<file path="src/rtl/pattern_detect_fsm.sv">
// Serial pattern detector: flags a programmable PAT_W-bit sequence (MSB first), overlapping or not.
// match is registered one clock after the hit bit; there is no backpressure, x_valid only qualifies data.
module pattern_detect_fsm #(
    parameter int PAT_W = 4,    // legal 2..16
    parameter int CNT_W = 8     // legal 1..32
) (
    input  logic             clk,
    input  logic             reset,
    input  logic             cfg_load,
    input  logic [PAT_W-1:0] cfg_pattern,
    input  logic             cfg_overlap,
    input  logic             x_valid,
    input  logic             x,
    input  logic             count_clr,
    output logic             match,
    output logic [CNT_W-1:0] match_count,
    output logic [1:0]       state_o
);

    localparam int FILL_W = $clog2(PAT_W + 1);
    localparam logic [FILL_W-1:0] FILL_MAX = FILL_W'(PAT_W);
    localparam logic [CNT_W-1:0]  CNT_MAX  = {CNT_W{1'b1}};

    typedef enum logic [1:0] {
        UNCFG  = 2'b00,
        FILL   = 2'b01,
        ARMED  = 2'b10,
        ST_BAD = 2'b11
    } state_t;

    state_t             state_q;
    logic [PAT_W-1:0]   pat_q;
    logic               ovl_q;
    logic [PAT_W-1:0]   hist_q;
    logic [FILL_W-1:0]  fill_q;
    logic               match_q;
    logic [CNT_W-1:0]   count_q;

    logic               accept;
    logic               hit;
    logic [PAT_W-1:0]   hist_d;
    logic [FILL_W-1:0]  fill_d;

    // A bit presented alongside cfg_load belongs to the old configuration and is dropped.
    always_comb begin
        accept = x_valid && !cfg_load && ((state_q == FILL) || (state_q == ARMED));
        hist_d = {hist_q[PAT_W-2:0], x};
        fill_d = (fill_q == FILL_MAX) ? fill_q : fill_q + FILL_W'(1);
        hit    = accept && (fill_d == FILL_MAX) && (hist_d == pat_q);
    end

    always_ff @(posedge clk or posedge reset) begin
        if (reset) begin
            state_q <= UNCFG;
            pat_q   <= '0;
            ovl_q   <= 1'b0;
            hist_q  <= '0;
            fill_q  <= '0;
            match_q <= 1'b0;
            count_q <= '0;
        end else begin
            match_q <= hit;

            // Clear wins over a same-cycle hit; a saturated counter simply holds.
            if (count_clr) begin
                count_q <= '0;
            end else if (hit && (count_q != CNT_MAX)) begin
                count_q <= count_q + CNT_W'(1);
            end

            if (cfg_load) begin
                pat_q   <= cfg_pattern;
                ovl_q   <= cfg_overlap;
                hist_q  <= '0;
                fill_q  <= '0;
                state_q <= FILL;
            end else begin
                case (state_q)
                    UNCFG: begin
                        state_q <= UNCFG;
                    end
                    FILL, ARMED: begin
                        if (accept) begin
                            if (hit && !ovl_q) begin
                                hist_q  <= '0;
                                fill_q  <= '0;
                                state_q <= FILL;
                            end else begin
                                hist_q  <= hist_d;
                                fill_q  <= fill_d;
                                state_q <= (fill_d == FILL_MAX) ? ARMED : FILL;
                            end
                        end
                    end
                    default: begin
                        state_q <= UNCFG;
                    end
                endcase
            end
        end
    end

    assign match       = match_q;
    assign match_count = count_q;
    assign state_o     = state_q;

endmodule
</file>
<file path="config.mk">
export PLATFORM = sky130hd
export DESIGN_NAME = pattern_detect_fsm
export DESIGN_NICKNAME = d
export VERILOG_FILES = /design/src/rtl/pattern_detect_fsm.sv
export SDC_FILE = /design/constraint.sdc
export NUM_CORES = 1
export LEC_CHECK = 0
export BUFFER_PORTS_ARGS = -buffer_cell sky130_fd_sc_hd__buf_2
export CELL_PAD_IN_SITES_DETAIL_PLACEMENT = 0
export CELL_PAD_IN_SITES_GLOBAL_PLACEMENT = 1
export CORE_UTILIZATION = 42
export CTS_CLUSTER_DIAMETER = 120
export DETAILED_ROUTE_END_ITERATION = 8
export PLACE_DENSITY = 0.83
export SLEW_MARGIN = 5
export SYNTH_ARGS = -nofsm -noshare
export SYNTH_HDL_FRONTEND = slang
export SYNTH_SLANG_ARGS = --single-unit
</file>
<file path="constraint.sdc">
create_clock -name clk -period 3.4 [get_ports clk]
set_input_delay 0.51 -clock clk [delete_from_list [all_inputs] [get_ports clk]]
set_output_delay 0.51 -clock clk [all_outputs]
set_load 0.01 [all_outputs]
</file>
---- Word-level counts from Yosys, hierarchy flattened ----
Cells that the tools add are included.
storage, ports and cells
  input bits .............................. 11
  flip-flop bits (word level) ............. 22
  logic and storage cells ................. 46
operators by class
  reductions and logical operators ........ 14
  mux-type cells .......................... 16
  $add $sub $neg .......................... 2
  equal/unequal tests ..................... 7
operator list
  kind                 count
  $mux 3               9
  $mux 8               2
  $mux 2               5
  $add 8x1->8 const B  1
  $ne 8x8->1 const B   1
  $eq 3x3->1 const B   2
  $logic_and 1x1->1    6
  $reduce_bool 2->1    3
  $eq 4x4->1           1
  $add 3x1->3 const B  1
  $ne 3x3->1 const B   1
  $eq 2x1->1 const B   1
  $eq 2x2->1 const B   1
  $logic_not 1->1      2
  $reduce_and 2->1     1
  $reduce_or 2->1      1
  $logic_or 1x1->1     1

---- Longest topological paths before layout ----
  depth in word-level cells ............... 10
  mapped depth ............................ 8
  gate-level depth less buffers ........... 7

---- Worst setup path before layout ----
No wires, ideal clock.
  kind .................................... register to register
  from .................................... register fill_q[0]
  to ...................................... register count_q[3], in the netlist match_count[3]
  clock period less this slack ............ 2.464 ns
  data arrival time ....................... 2.387 ns
  buffers on the path ..................... 1
  slack ................................... 0.936 ns
  required time ........................... 3.322 ns
  cell stages (with the launch flop) ...... 9
  cell sequence ........................... dfrtp_1 > inv_1 > ha_1 > or3b_4 > a311oi_4 > o2111ai_2 > buf_6 > or4_1 > a21oi_1
on the way
  cells in the longest elaborated chain, start to end .. 7
  elaborated cells between the ends (all ways) .. 8
  those cells by class .................... 1 x add/sub; 2 x eq/ne; 1 x mux; 4 x reduce/logical
RTL lines
  element                                           line  RTL
  from (decl)                                       35    logic [FILL_W-1:0] fill_q;
  from (signal assigned)                            90    fill_q <= fill_d;
  $add 3x1->3 / $eq 3x3->1 (equally long branches)  48    fill_d = (fill_q == FILL_MAX) ? fill_q : fill_q + FILL_W'(1);
  $mux 3 (*)                                        48
  $eq 3x3->1 (*)                                    49    hit = accept && (fill_d == FILL_MAX) && (hist_d == pat_q);
  $logic_and 1x1->1 (*) (2 in series)               49
  $logic_and 1x1->1 (*)                             67    end else if (hit && (count_q != CNT_MAX)) begin
  $reduce_bool 2->1 (no source line) (*)            -
  to (signal assigned)                              68    count_q <= count_q + CNT_W'(1);
  to (decl)                                         37    logic [CNT_W-1:0] count_q;
Mark *: on every way between the ends. The rest lies on a longest branch, timed or not.
A chain may end at the register's enable or synchronous reset.

---- Worst setup path after layout ----
  from .................................... register fill_q[0]
  to ...................................... register count_q[7], in the netlist match_count[7]
The elaborated chain is that of the path after synthesis.

==> impl_metrics.env <==
export IMPL_outcome="finished clean"
export IMPL_power_report_internal_total_mw=0.442
export IMPL_postCtsResizedCells=0
export IMPL_peak_supply_drop_mv=0.329
export IMPL_final_critical_path_setup_slack_ns=0.602
export IMPL_via_count=932
export IMPL_synth_area_leaders="dfrtp_1 46%, a21oi_1 6.2%, mux2_2 4.7%"
export IMPL_post_route_cell_area_um2=1370
export IMPL_edff_count_synth=0
export IMPL_period_share=0.823
export IMPL_crit_arrival_ns=3.04
export IMPL_syn_instance_count=118
export IMPL_ys_warnings_count=0
export IMPL_static_leakage_power_nw=0.629
export IMPL_start_util=0.441
export IMPL_timing_hold_violations_final=0
export IMPL_timing_slew_headroom=0.439
export IMPL_synth_area_per_cell_um2=10.2
export IMPL_design_portCount=22
export IMPL_numPortBuffers=21
export IMPL_switching_power_of_the_nets_mw=0.161
export IMPL_tritoncts_clock_tree="yes"
export IMPL_nets=154
export IMPL_grt_util_overall=0.167
export IMPL_clock_root_buffer="clkbuf_4"
export IMPL_timing_hold_worst_class="primary input to asynchronous set/reset pin"
export IMPL_cp_slowest_stage_delay_ns=0.60
export IMPL_cts_hold_repair_buffers=0
export IMPL_drcViolationCount=0
export IMPL_worst_clock_skew_ns=0.00976
export IMPL_tightest_slew_ns=0.840
export IMPL_number_of_global_route_vias_before_repair=886
export IMPL_critPathSlowestCell="or4_1"
export IMPL_clkLatencyLatePin_ns=0.32
export IMPL_num_rows=19
export IMPL_place_congestion=0.903
export IMPL_ys_async_sr_fraction=1.00
export IMPL_drv_cap=0
export IMPL_placeable_core_region_um2=2730
export IMPL_rsz0062_at_grt="false"
export IMPL_max_freq_mhz=357
export IMPL_post_cts_setup_buffer_count=0
export IMPL_syn_area_um2=1210
export IMPL_grt_pass1_wl_mm=4.10
export IMPL_clock_transition_at_the_register_clock_pins_on_the_worst_setup_and_hold_paths_after_cts_ns=0.13
export IMPL_setup_worst_path_end_class="flip-flop"
export IMPL_r2r_cells=7
export IMPL_clock_share_of_power=0.333
export IMPL_dp_final_hpwl_mm=1.69
export IMPL_seq_area_frac_synth=0.456
export IMPL_vias_per_cell=5.48
export IMPL_die_outline_area_um2=3090
export IMPL_die_h_um=55.6
export IMPL_n_fill_cell=258
export IMPL_timing_max_transition_violations_final=0
export IMPL_synth_largest_area_cell="dfrtp_1"
export IMPL_synth_nets=132
export IMPL_cell_chain_critical_path="inv_1, ha_1, or3b_4, a311oi_4, o2111ai_2, or4_1, a21oi_1"
export IMPL_routed_wire_length_per_instance_um=13.7
export IMPL_setup_tns_ns=0
export IMPL_grt_residual_overflow=0
export IMPL_drt_pass1_iterations=4
export IMPL_most_frequently_used_cell_type_in_the_post_synthesis_netlist="dfrtp_1"
export IMPL_drt_first_iter_violations=17
export IMPL_sw_frac_of_total=0.268
export IMPL_placedInstanceArea_um2=1320
export IMPL_final_setup_fails=0
export IMPL_ys_dominant_reg_cell="dfrtp_1"
export IMPL_route_antenna_remaining_nets=0
export IMPL_cts_inserted_buffers=3
export IMPL_yosys_register_bits=22
export IMPL_h_tree_depth_reported_by_cts=1
export IMPL_seq_power_share=0.483
export IMPL_synth_cell_types=36
export IMPL_wirelength_mm=2.32
export IMPL_area_growth_synth_to_final_pct=13.9
export IMPL_timing_worst_setup_path_type="flip-flop to flip-flop"
export IMPL_share_of_cells_above_drive_strength_1=0.266
export IMPL_grt_start_max_net_pins=23
export IMPL_share_comb_of_total_power=0.184
export IMPL_cts_path_max_buffers=2
export IMPL_post_layout_minimum_cycle_time_ns=2.80
export IMPL_path_max_fanout=12
export IMPL_cts_sink_count=22
export IMPL_n_antenna_cell=0
export IMPL_crit_start_category="flip-flop"
export IMPL_detailedPlace_worstSlack_ns=0.661
export IMPL_synth_top_cell_area_share=0.456
export IMPL_critical_path_required_ns=3.64
export IMPL_netlist_top_cells_count="22 x dfrtp_1, 15 x a21oi_1, 14 x nand2_1"
export IMPL_powerDensity_nw_per_um2=439
export IMPL_die_w_um=55.6
export IMPL_antenna_found_initial=0
[worst paths after layout]
path,startpoint,end,slack [ns]
worst min-delay path,reset,match_count[1]$_DFFE_PP0P_,0.34
worst max register to register,fill_q[0]$_DFFE_PP0P_,match_count[7]$_DFFE_PP0P_,0.60
min in group clk,cfg_pattern[1],pat_q[1]$_DFFE_PP0P_,0.41
worst min register to register,hist_q[2]$_DFFE_PP0P_,hist_q[2]$_DFFE_PP0P_,0.54
worst max-delay path,fill_q[0]$_DFFE_PP0P_,match_count[7]$_DFFE_PP0P_,0.60
max in group asynchronous,reset,ovl_q$_DFFE_PP0P_,2.54
[sequential cells by signal (all words and copies together), names as in the netlist]
| name | flops |
|---|---|
| state_o | 2 |
| fill_q | 3 |
| hist_q | 3 |
| pat_q | 4 |
| ovl_q | 1 |
| match_count | 8 |
| match | 1 |
[layout by cell type (no fill, tap or decap), types with 2 or more instances in the layout]
| cell type | instances |
|---|---|
| buf_2 | 21 |
| dfrtp_1 | 22 |
| nand2_1 | 14 |
| a21oi_1 | 15 |
| nor2_1 | 6 |
| mux2_2 | 5 |
| or4_1 | 4 |
| inv_1 | 7 |
| ha_1 | 3 |
| nor2b_1 | 2 |
| clkbuf_4 | 3 |
| xor2_1 | 6 |
| nand3_1 | 4 |
| nand3b_1 | 2 |
| o31ai_1 | 4 |
[metal layers]
layer | part of all wire | global-route usage | routed length, um
met1 | 0.48 | 0.214 | 1110
met2 | 0.48 | 0.281 | 1110
met3 | 0.040 | 0.0512 | 93
met4 | 0.0047 | 0.0321 | 11
met5 | 0 | 0 | 0
[through the flow]
stage | hold WS (ns) | util | power [mW] | std cells
3_3_place_gp | 0.511 | 0.483 | 0.403 | 166
3_5_place_dp | 0.521 | 0.483 | 0.408 | 166
6_report | 0.338 | 0.503 | 0.603 | 170
2_1_floorplan | 0.485 | - | 0.380 | 118
5_1_grt | 0.386 | 0.503 | 0.637 | 170
4_1_cts | 0.364 | 0.503 | 0.611 | 170
[cells by family after synthesis]
| family | share of synthesized area |
|---|---|
| compound gates | 0.152 |
| xor+xnor | 0.0508 |
| fa+ha+maj | 0.0311 |
| buf+inv | 0.0456 |
| flops | 0.456 |
| mux | 0.0550 |
| simple gates | 0.209 |
[power groups by stage]
stage / clock network (mW) / registers [mW] / logic, mW
finish: 0.201 / 0.292 / 0.111
global route: 0.219 / 0.294 / 0.123
CTS: 0.207 / 0.292 / 0.112
detailed placement: 0 / 0.297 / 0.111
global placement: 0 / 0.296 / 0.107
floorplan: 0 / 0.295 / 0.0841
[worst max-delay path, delay by kind of cell (launching register included)]
| kind | cells | cell delay, ns |
|---|---|---|
| DFF | 1 | 0.47 |
| and+or+nand+nor | 2 | 1.00 |
| AOI/OAI and AO/OA | 3 | 0.88 |
| buffers and inverters | 1 | 0.12 |
| adders and majority gates | 1 | 0.25 |
[final cells by class]
type                            instances  area (um2)  area share
Timing Repair Buffer                   21         105      0.0765
Tap cell                               31        38.8      0.0282
Inverter                                7        26.3      0.0191
Sequential cell                        22         551       0.401
Clock buffer                            3        22.5      0.0164
Multi-Input combinational cell         85         601       0.437
Clock inverter                          1        30.0      0.0219
Power figures use the tool's default switching activity.
